--- src/rtl/ex_wb_retire.sv ---
// ex_wb_retire: MEM (M) and WRITEBACK (W) pipeline registers that follow execute.
// Drives the data-memory request from M and the register-file write port from W.
// Returns forwarded rs1/rs2 operands and a load-use stall to the execute stage.
module ex_wb_retire #(
  parameter logic [5:0] LOAD_OPCODE = 6'b100011,
  parameter int         XLEN        = 32
) (
  input  logic            clock,
  input  logic            reset_n,
  input  logic [XLEN-1:0] alu_result,
  input  logic [XLEN-1:0] store_data,
  input  logic [5:0]      opcode_d1,
  input  logic [4:0]      rd_d1,
  input  logic [4:0]      rs1_d1,
  input  logic [4:0]      rs2_d1,
  input  logic [XLEN-1:0] reg_rs1_d1,
  input  logic [XLEN-1:0] reg_rs2_d1,
  input  logic            register_we_d1,
  input  logic            data_we_d1,
  input  logic [XLEN-1:0] mem_rdata,
  output logic [XLEN-1:0] fwd_rs1,
  output logic [XLEN-1:0] fwd_rs2,
  output logic            stall,
  output logic [XLEN-1:0] mem_addr,
  output logic [XLEN-1:0] mem_wdata,
  output logic            mem_we,
  output logic            reg_wr_en,
  output logic [4:0]      reg_wr_addr,
  output logic [XLEN-1:0] reg_wr_data
);

  // M keeps everything the memory request and writeback need.
  typedef struct packed {
    logic [XLEN-1:0] alu;
    logic [XLEN-1:0] sdata;
    logic [5:0]      op;
    logic [4:0]      rd;
    logic            rwe;
    logic            dwe;
  } m_stage_t;

  // W only needs what selects and addresses the register-file write.
  typedef struct packed {
    logic [XLEN-1:0] alu;
    logic [5:0]      op;
    logic [4:0]      rd;
    logic            rwe;
  } w_stage_t;

  m_stage_t        r_m;
  w_stage_t        r_w;
  m_stage_t        w_m_next;
  logic            w_m_is_load;
  logic            w_stall;
  logic [XLEN-1:0] w_w_result;

  // Pick the youngest in-flight producer of rs; r0 and non-writers never forward.
  // A load sitting in M is skipped: its data is not back yet and the stall covers it.
  function automatic logic [XLEN-1:0] fwd_sel(
    input logic [4:0]      rs,
    input logic [XLEN-1:0] rf_val,
    input m_stage_t        m,
    input w_stage_t        w,
    input logic [XLEN-1:0] w_res
  );
    logic [XLEN-1:0] v;
    v = rf_val;
    if (rs != 5'd0) begin
      if (m.rwe && (m.rd == rs) && (m.op != LOAD_OPCODE)) v = m.alu;
      else if (w.rwe && (w.rd == rs))                     v = w_res;
    end
    return v;
  endfunction

  // Load-use interlock and the value W hands to the register file.
  always_comb begin
    w_m_is_load = (r_m.op == LOAD_OPCODE);
    w_stall     = r_m.rwe && w_m_is_load && (r_m.rd != 5'd0) &&
                  ((r_m.rd == rs1_d1) || (r_m.rd == rs2_d1));
    w_w_result  = (r_w.op == LOAD_OPCODE) ? mem_rdata : r_w.alu;
  end

  // Next M contents: the execute result, or an all-zero bubble while stalled.
  always_comb begin
    // NOTE: every always_comb output gets a default first so no latch is inferred.
    w_m_next = '{alu: alu_result, sdata: store_data, op: opcode_d1,
                 rd: rd_d1, rwe: register_we_d1, dwe: data_we_d1};
    if (w_stall) w_m_next = '0;
  end

  // Advance M and W; reset discards everything in flight.
  always_ff @(posedge clock or negedge reset_n) begin
    if (!reset_n) begin
      // NOTE: sequential state uses non-blocking assignments so M->W reads the old M.
      r_m <= '0;
      r_w <= '0;
    end else begin
      r_m     <= w_m_next;
      r_w.alu <= r_m.alu;
      r_w.op  <= r_m.op;
      r_w.rd  <= r_m.rd;
      r_w.rwe <= r_m.rwe;
    end
  end

  // Output drive: memory request from M, register write and forwards from W/M.
  always_comb begin
    stall       = w_stall;
    mem_addr    = r_m.alu;
    mem_wdata   = r_m.sdata;
    mem_we      = r_m.dwe;
    reg_wr_en   = r_w.rwe && (r_w.rd != 5'd0);
    reg_wr_addr = r_w.rd;
    reg_wr_data = w_w_result;
    fwd_rs1     = fwd_sel(rs1_d1, reg_rs1_d1, r_m, r_w, w_w_result);
    fwd_rs2     = fwd_sel(rs2_d1, reg_rs2_d1, r_m, r_w, w_w_result);
  end

endmodule

--- config.mk ---
export PLATFORM = sky130hd
export DESIGN_NAME = ex_wb_retire
export DESIGN_NICKNAME = d
export VERILOG_FILES = /design/src/rtl/ex_wb_retire.sv
export SDC_FILE = /design/constraint.sdc
export NUM_CORES = 1
export LEC_CHECK = 0
export CAP_MARGIN = 10
export CORE_AREA = 3 3 135 137
export DETAILED_ROUTE_END_ITERATION = 12
export DIE_AREA = 0 0 138 140
export DONT_BUFFER_PORTS = 1
export SYNTH_ARGS = -nofsm -noshare
export SYNTH_HDL_FRONTEND = slang
export SYNTH_SLANG_ARGS = --single-unit
--- constraint.sdc ---
create_clock -name clock -period 2.1 [get_ports clock]
set_input_delay 0.21 -clock clock [delete_from_list [all_inputs] [get_ports clock]]
set_output_delay 0.21 -clock clock [all_outputs]
set_load 0.02 [all_outputs]
==> results of run 1 <==
-- worst max-delay path by stage --
stage                   start           to  cells after the start
6_report              r_w[10]   fwd_rs2[5]                      6
5_1_grt               r_w[10]   fwd_rs2[5]                      6
4_1_cts               r_w[10]  fwd_rs1[21]                      7
3_5_place_dp          r_w[10]  fwd_rs2[18]                      6
3_3_place_gp   reg_wr_addr[2]   fwd_rs1[4]                      7
2_1_floorplan          r_m[2]  fwd_rs1[10]                      7
-- critical path, cell delays in order, from the launching register on --
cell and delay, ps:
dfrtp_1 360, nand4b_1 170, or3_4 400, buf_16 210, mux2i_4 220, nor4_2 310
a211o_1 260
-- cell usage in the layout, fill, tap and decap left out, types with 4 or more instances in the layout --
| cell type | netlist | routed |
|---|---|---|
| a31oi_2 | 0 | 4 |
| xor2_1 | 10 | 10 |
| nor4_2 | 0 | 23 |
| mux2i_4 | 0 | 7 |
| a211o_1 | 32 | 8 |
| clkbuf_16 | 0 | 19 |
| nor4_1 | 34 | 11 |
| mux2i_2 | 0 | 23 |
| a211o_4 | 0 | 24 |
| buf_12 | 0 | 17 |
| buf_6 | 0 | 11 |
| o22a_4 | 0 | 20 |
| inv_8 | 0 | 7 |
| inv_2 | 0 | 6 |
| xnor2_1 | 10 | 6 |
| and3_1 | 34 | 32 |
| inv_4 | 0 | 6 |
| inv_1 | 32 | 18 |
| buf_4 | 73 | 51 |
| dfrtp_2 | 0 | 4 |
| nor2b_1 | 77 | 76 |
| a31oi_1 | 31 | 25 |
| o22a_2 | 0 | 11 |
| inv_6 | 0 | 4 |
| nor3_1 | 31 | 29 |
| dfrtp_1 | 121 | 117 |
| dlygate4sd3_1 | 0 | 77 |
-- sequential cells by signal, summed over array words and instances (netlist names) --
name,flops
r_w,39
r_m,12
mem_wdata,32
mem_we,1
mem_addr,32
reg_wr_addr,5
-- power groups by stage --
stage               Sequential, µW  Clock (µW)  Combinational [µW]
floorplan                     2540           0                 689
global placement              2670           0                 701
finish                        2640        2980                1030
detailed placement            2670           0                 706
CTS                           2640        3060                 940
global route                  2650        3200                1080
-- per-stage QoR --
stage	cell area [µm²]	util (%)	setup WS, ps
6_report	9414	54.81	-453.8
5_1_grt	9414	54.81	-539.5
4_1_cts	8929	51.98	-431.3
3_5_place_dp	6651	38.72	-150.0
3_3_place_gp	6651	38.72	-147.3
2_1_floorplan	6457	-	108.0
-- timing repair --
item / CTS / global route
setup endpoints to repair: 97 / 144
gates resized for setup: 140 / 77
buffers inserted: 14 / 3
pin swaps: 66 / 24
gates cloned: 6 / 3
endpoints found under the hold margin: 198 / 121
-- layout make-up --
class / count / share of cell area [%]
clock buffers: 17 / 4.519
clock inverters: 15 / 2.047
repair buffers: 164 / 19.50
flip-flops and latches: 121 / 32.22
multi-input cells: 354 / 37.20
inverters: 32 / 1.528
well taps: 225 / 2.990
-- logic make-up (layout without fill, tap and decap cells) --
kind of cell	count (synthesis)	after routing	synth area share [%]
AND/OR/NAND/NOR	200	200	19.30
buffers and inverters	152	228	13.49
flip-flops	121	121	46.89
AO/OA/AOI/OAI	102	102	12.65
multiplexers	32	32	4.960
XOR/XNOR	20	20	2.713
-- per-layer routing --
metal	GRT usage (%)	up-vias
met1	29.21	2680
met2	41.06	389
met4	8.892	0
met3	9.252	47
li1	-	2303
met5	0	-
==> metrics, run 1 <==
outcome=finished, violations left; failing checks=negative hold slack, negative setup slack; Netlist Area Pre-Place=0.006457 mm²; internal power=around 4700 µW; Slew headroom=71.17%; final hold viol count=between 100 and 150; first-pass GRT wire length=36020 µm; worst setup margin=-453.8 ps; wire length on met2=12550 µm; hold_ws=-511.5 ps; sequential area share after synthesis=46.89%; Comb power frac=between 10% and 20%; Final GP Congestion=0.9056; Switching Share=29.52%; gr ovfl total=0; FF-to-FF setup slack=~30 ps; Post-Syn Nets=between 800 and 900; IO buf count=0; top-area cell type share of the netlist area=46.89%; CP max FO=16; met3 wire len=2450 µm; Synth area leaders=dfrtp_1 47%, buf_4 8.5%, nor2b_1 7.5%; DRT Pass-1 Iters=5; YS warnings=0; fillers=1417; area occupied by multi-input gates=0.003502 mm²; CTS tree=built; #FFs+latches synth=between 100 and 150; Clock power frac=44.8%; Worst Clk Skew=around 8.4 ps; nets@finish=875; WP data required=1890 ps; layout cells sized above 1=between 30% and 40%; WS Path Type=reg2out; final wirelength=25100 µm; hpwl dp=15660 µm; initial core utilization=between 30 and 40%; RSZ-0062 raised after global routing=true; reg2reg path depth=8; Area Growth Syn to Fin=45.79%; Worst Max-Slew Pin Slew=432.5 ps; Post-Syn Instances=627; die height=140 µm; largest net degree at the start of global routing=122; core box area=approximately 0.017 mm²; Metal-1 WL=9369 µm; clk buf depth=2; htree depth=4; Post-synth EDFFs=0; die area=0.01932 mm²; Finished Layout Cells=a little over 900; total CTS buffers=17; width of the die=138 µm; DP Cell Count=795; FF/Latch Area=0.003033 mm²; Commonest cells post-synth=121 x dfrtp_1, 77 x nor2b_1, 73 x buf_4; Critical Path AT=2340 ps; asr flop ratio synth=100.0%; worst r2r dst=mem_addr[13]; initial antenna violation count=0; hold_buf cts=77; pwr/cell area=706.1 mW/mm²; GRT Util Overall=24.61%; DRC errors left=0; Yosys cell types=38; worst skew pair latency=approximately 400 ps; Worst setup EP type=primary output; syn_area_per_cell=10.30 µm²; Top Ports=353; wire length per cell=27.05 µm; Antenna diodes=0; top-count cell post-synth=dfrtp_1; root buffer cell=clkbuf_16; final worst path period share=121.6%; Power Total=between 6000 and 7000 µW; Hold/Removal Path Class=in2async; vias per cell=5.839; setup TNS=-29080 ps; Setup crit start kind=flop; Clock Sinks=between 100 and 150; Sw Pwr=1962 µW; final setup vio count=97; via count of the first global-routing pass=5742; Row Count=48; Final Max Slew Viols=0; min Tclk post-route=2554 ps; Max VDD drop=around 640 µV; Reg power frac=between 30% and 40%; R2R Path Start=r_m[2]; 1st-iter DRT viols=318; P_leak=0.003947 µW; top sig layer=met4; achievable clock frequency=between 300 and 400 MHz; prevailing post-synth register cell=dfrtp_1; area leader, netlist=dfrtp_1; Worst-path clk slew=60 ps; max-capacitance violation count=0; Final ANT Viol Nets=0; via count of the routed design=~5400
No activity file was read; power rests on OpenSTA's default activity.
==> inputs of run 2 (changes only) <==
--- a/config.mk
+++ b/config.mk
@@ -10,6 +10,8 @@
 export DETAILED_ROUTE_END_ITERATION = 12
 export DIE_AREA = 0 0 138 140
 export DONT_BUFFER_PORTS = 1
+export MAX_ROUTING_LAYER = met4
+export PLACE_DENSITY = 0.5
 export SYNTH_ARGS = -nofsm -noshare
 export SYNTH_HDL_FRONTEND = slang
 export SYNTH_SLANG_ARGS = --single-unit
==> metrics, run 2 (same netlist as run 1, synthesis figures left out) <==
placed inst area=0.006581 mm² (-1.1%); clk buf depth=2 (unchanged); Row Count=48 (unchanged); outcome=finished, violations left; DP Worst Slack=-180.2 ps (-30.20 ps); Slew headroom=67.04% (-4.1 points); die height=140 µm (unchanged); max reg flops=39 (unchanged); first-pass GRT wire length=35990 µm (about the same); Critical Path AT=2400 ps (+60 ps); gr ovfl total=0 (unchanged); fillers=1334 (-5.9%); DRT Pass-1 Iters=4 (-1); largest net degree at the start of global routing=122 (unchanged); final setup vio count=111 (+14%); most common cell after layout, fill and taps aside=dfrtp_1; DRC errors left=0 (unchanged); max-capacitance violation count=0 (unchanged); Finished Layout Cells=921 (-0.75%); Top Ports=353 (unchanged); hold_ws=-513.3 ps (-1.859 ps); nets@finish=867 (-0.91%); final worst path period share=124.3% (+2.7 points); Setup crit start kind=flop; initial core utilization=37.59% (unchanged); Reg with most FFs=r_w; final instance area=0.009874 mm² (+4.9%); CP Cell Sequence=nand4b_1, or3_4, buf_12, mux2i_4, nor4_2, a211o_4; layout cells sized above 1=43.60% (+4.1 points); IO buf count=0 (unchanged); final wirelength=24990 µm (-0.47%); root buffer cell=clkbuf_16; worst skew pair latency=410 ps (about the same); worst setup margin=-510.8 ps (-57.07 ps); reg2reg path depth=8 (unchanged); most frequent cells in the layout=117 x dfrtp_1, 77 x dlygate4sd3_1, 74 x nor2b_1; DP Cell Count=787 (-1.0%); via count of the first global-routing pass=5989 (+4.3%); Hold/Removal Path Class=in2async; CP max FO=8 (-8); hpwl dp=14890 µm (-4.9%); RSZ-0062 raised after global routing=true; hold_buf cts=77 (unchanged); Worst Clk Skew=9.688 ps (+1.259 ps); Max VDD drop=525.0 µV (-17%); 1st-iter DRT viols=345 (+8.5%); total CTS buffers=17 (unchanged); Worst Max-Slew Pin Slew=494.5 ps (+61.95 ps); Area Growth Syn to Fin=52.92%; Final GP Congestion=0.9075 (+0.21%); initial antenna violation count=1 (+1); Final Max Slew Viols=0 (unchanged); via count of the routed design=5341 (-1.4%); slowest cell on the critical path=or3_4; Final ANT Viol Nets=0 (unchanged); htree depth=4 (unchanged); CP max stage delay=440 ps (+40 ps); die area=0.01932 mm² (unchanged); width of the die=138 µm (unchanged); P_leak=0.003956 µW (+0.23%); vias per cell=5.799 (-0.69%); failing checks=negative hold slack, negative setup slack; Worst setup EP type=primary output; pwr/cell area=689.0 mW/mm² (-2.4%); Finished Core Util=57.49% (+2.7 points); Worst-path clk slew=60 ps (about the same); GRT Util Overall=24.99% (+0.38 points); core box area=0.01718 mm² (unchanged); Clock Sinks=121 (unchanged); final hold viol count=121 (unchanged); WP data required=1890 ps (about the same); min Tclk post-route=2611 ps (+57.07 ps); WS Path Type=reg2out; CTS tree=built; wire length per cell=27.13 µm (+0.29%); achievable clock frequency=383.0 MHz (-2.2%)
[run 2: cell count changes in the layout (fill, tap and decap cells not counted), moves of 8 or more]
| cell | change |
|---|---|
| mux2i_2 | -22 |
| o22a_4 | +11 |
| inv_1 | -17 |
| o22a_2 | -11 |
| buf_4 | -24 |
| inv_6 | +12 |
| buf_6 | +16 |
| inv_2 | +8 |
| mux2i_4 | +24 |
[run 2: stage by stage]
| step | power, µW | setup TNS [ps] |
|---|---|---|
| 4_1_cts | 6775 | -32970 |
| 6_report | 6804 | -29990 |
| 5_1_grt | 7053 | -42990 |
| 3_3_place_gp | 3333 | -5490 |
| 2_1_floorplan | 3232 | 0 |
| 3_5_place_dp | 3341 | -5307 |
[run 2: report_power, final]
group,switching [µW],internal (µW)
Combinational,530,568
Clock,1230,1830
Sequential,199,2450
[run 2: path summary, 6_finish.rpt]
path / startpoint / slack (ps) / end
max in group asynchronous: reset_n / 2420 / r_m[5]
hold / removal: reset_n / -510 / mem_addr[6]
setup reg to reg: r_m[2] / -30 / mem_wdata[16]
hold reg to reg: r_m[11] / 370 / r_w[10]
min in group clock: r_m[11] / 370 / r_w[10]
setup / recovery: r_w[10] / -510 / fwd_rs2[5]
[run 2: area by class of cell]
cell class | count | area, µm² | area share, %
multi-input cells | 354 | 3906 | 39.56
flip-flops and latches | 121 | 3033 | 30.71
repair buffers | 156 | 1836 | 18.59
clock buffers | 17 | 425.4 | 4.308
well taps | 225 | 281.5 | 2.851
clock inverters | 15 | 200.2 | 2.027
inverters | 32 | 190.2 | 1.926
diodes | 1 | 2.502 | 0.02534
[run 2: metal layers]
| layer | part of all wire, % | vias up | global-route usage (%) | wire length (µm) |
|---|---|---|---|---|
| li1 | - | 2286 | - | - |
| met3 | 6.9 | 50 | 7.272 | 1722 |
| met2 | 52 | 325 | 42.06 | 12970 |
| met1 | 38 | 2680 | 28.38 | 9602 |
| met4 | 2.7 | 0 | 9.360 | 686 |
| met5 | 0 | - | - | 0 |
[run 2: critical path, delay by kind of cell, from the launching register on]
family                 cells  cell delay, ps
multiplexers               1             210
buffers and inverters      1             200
flip-flops                 1             350
AND/OR/NAND/NOR            3            1010
AO/OA/AOI/OAI              1             190
[run 2: what timing repair did]
item                                    in CTS  in global routing
setup buffers                               12                  9
pin swaps                                   23                  8
resized for setup                          250                 77
endpoints found under the setup margin      97                164
endpoints found under the hold margin      198                121
cloned                                       7                  4
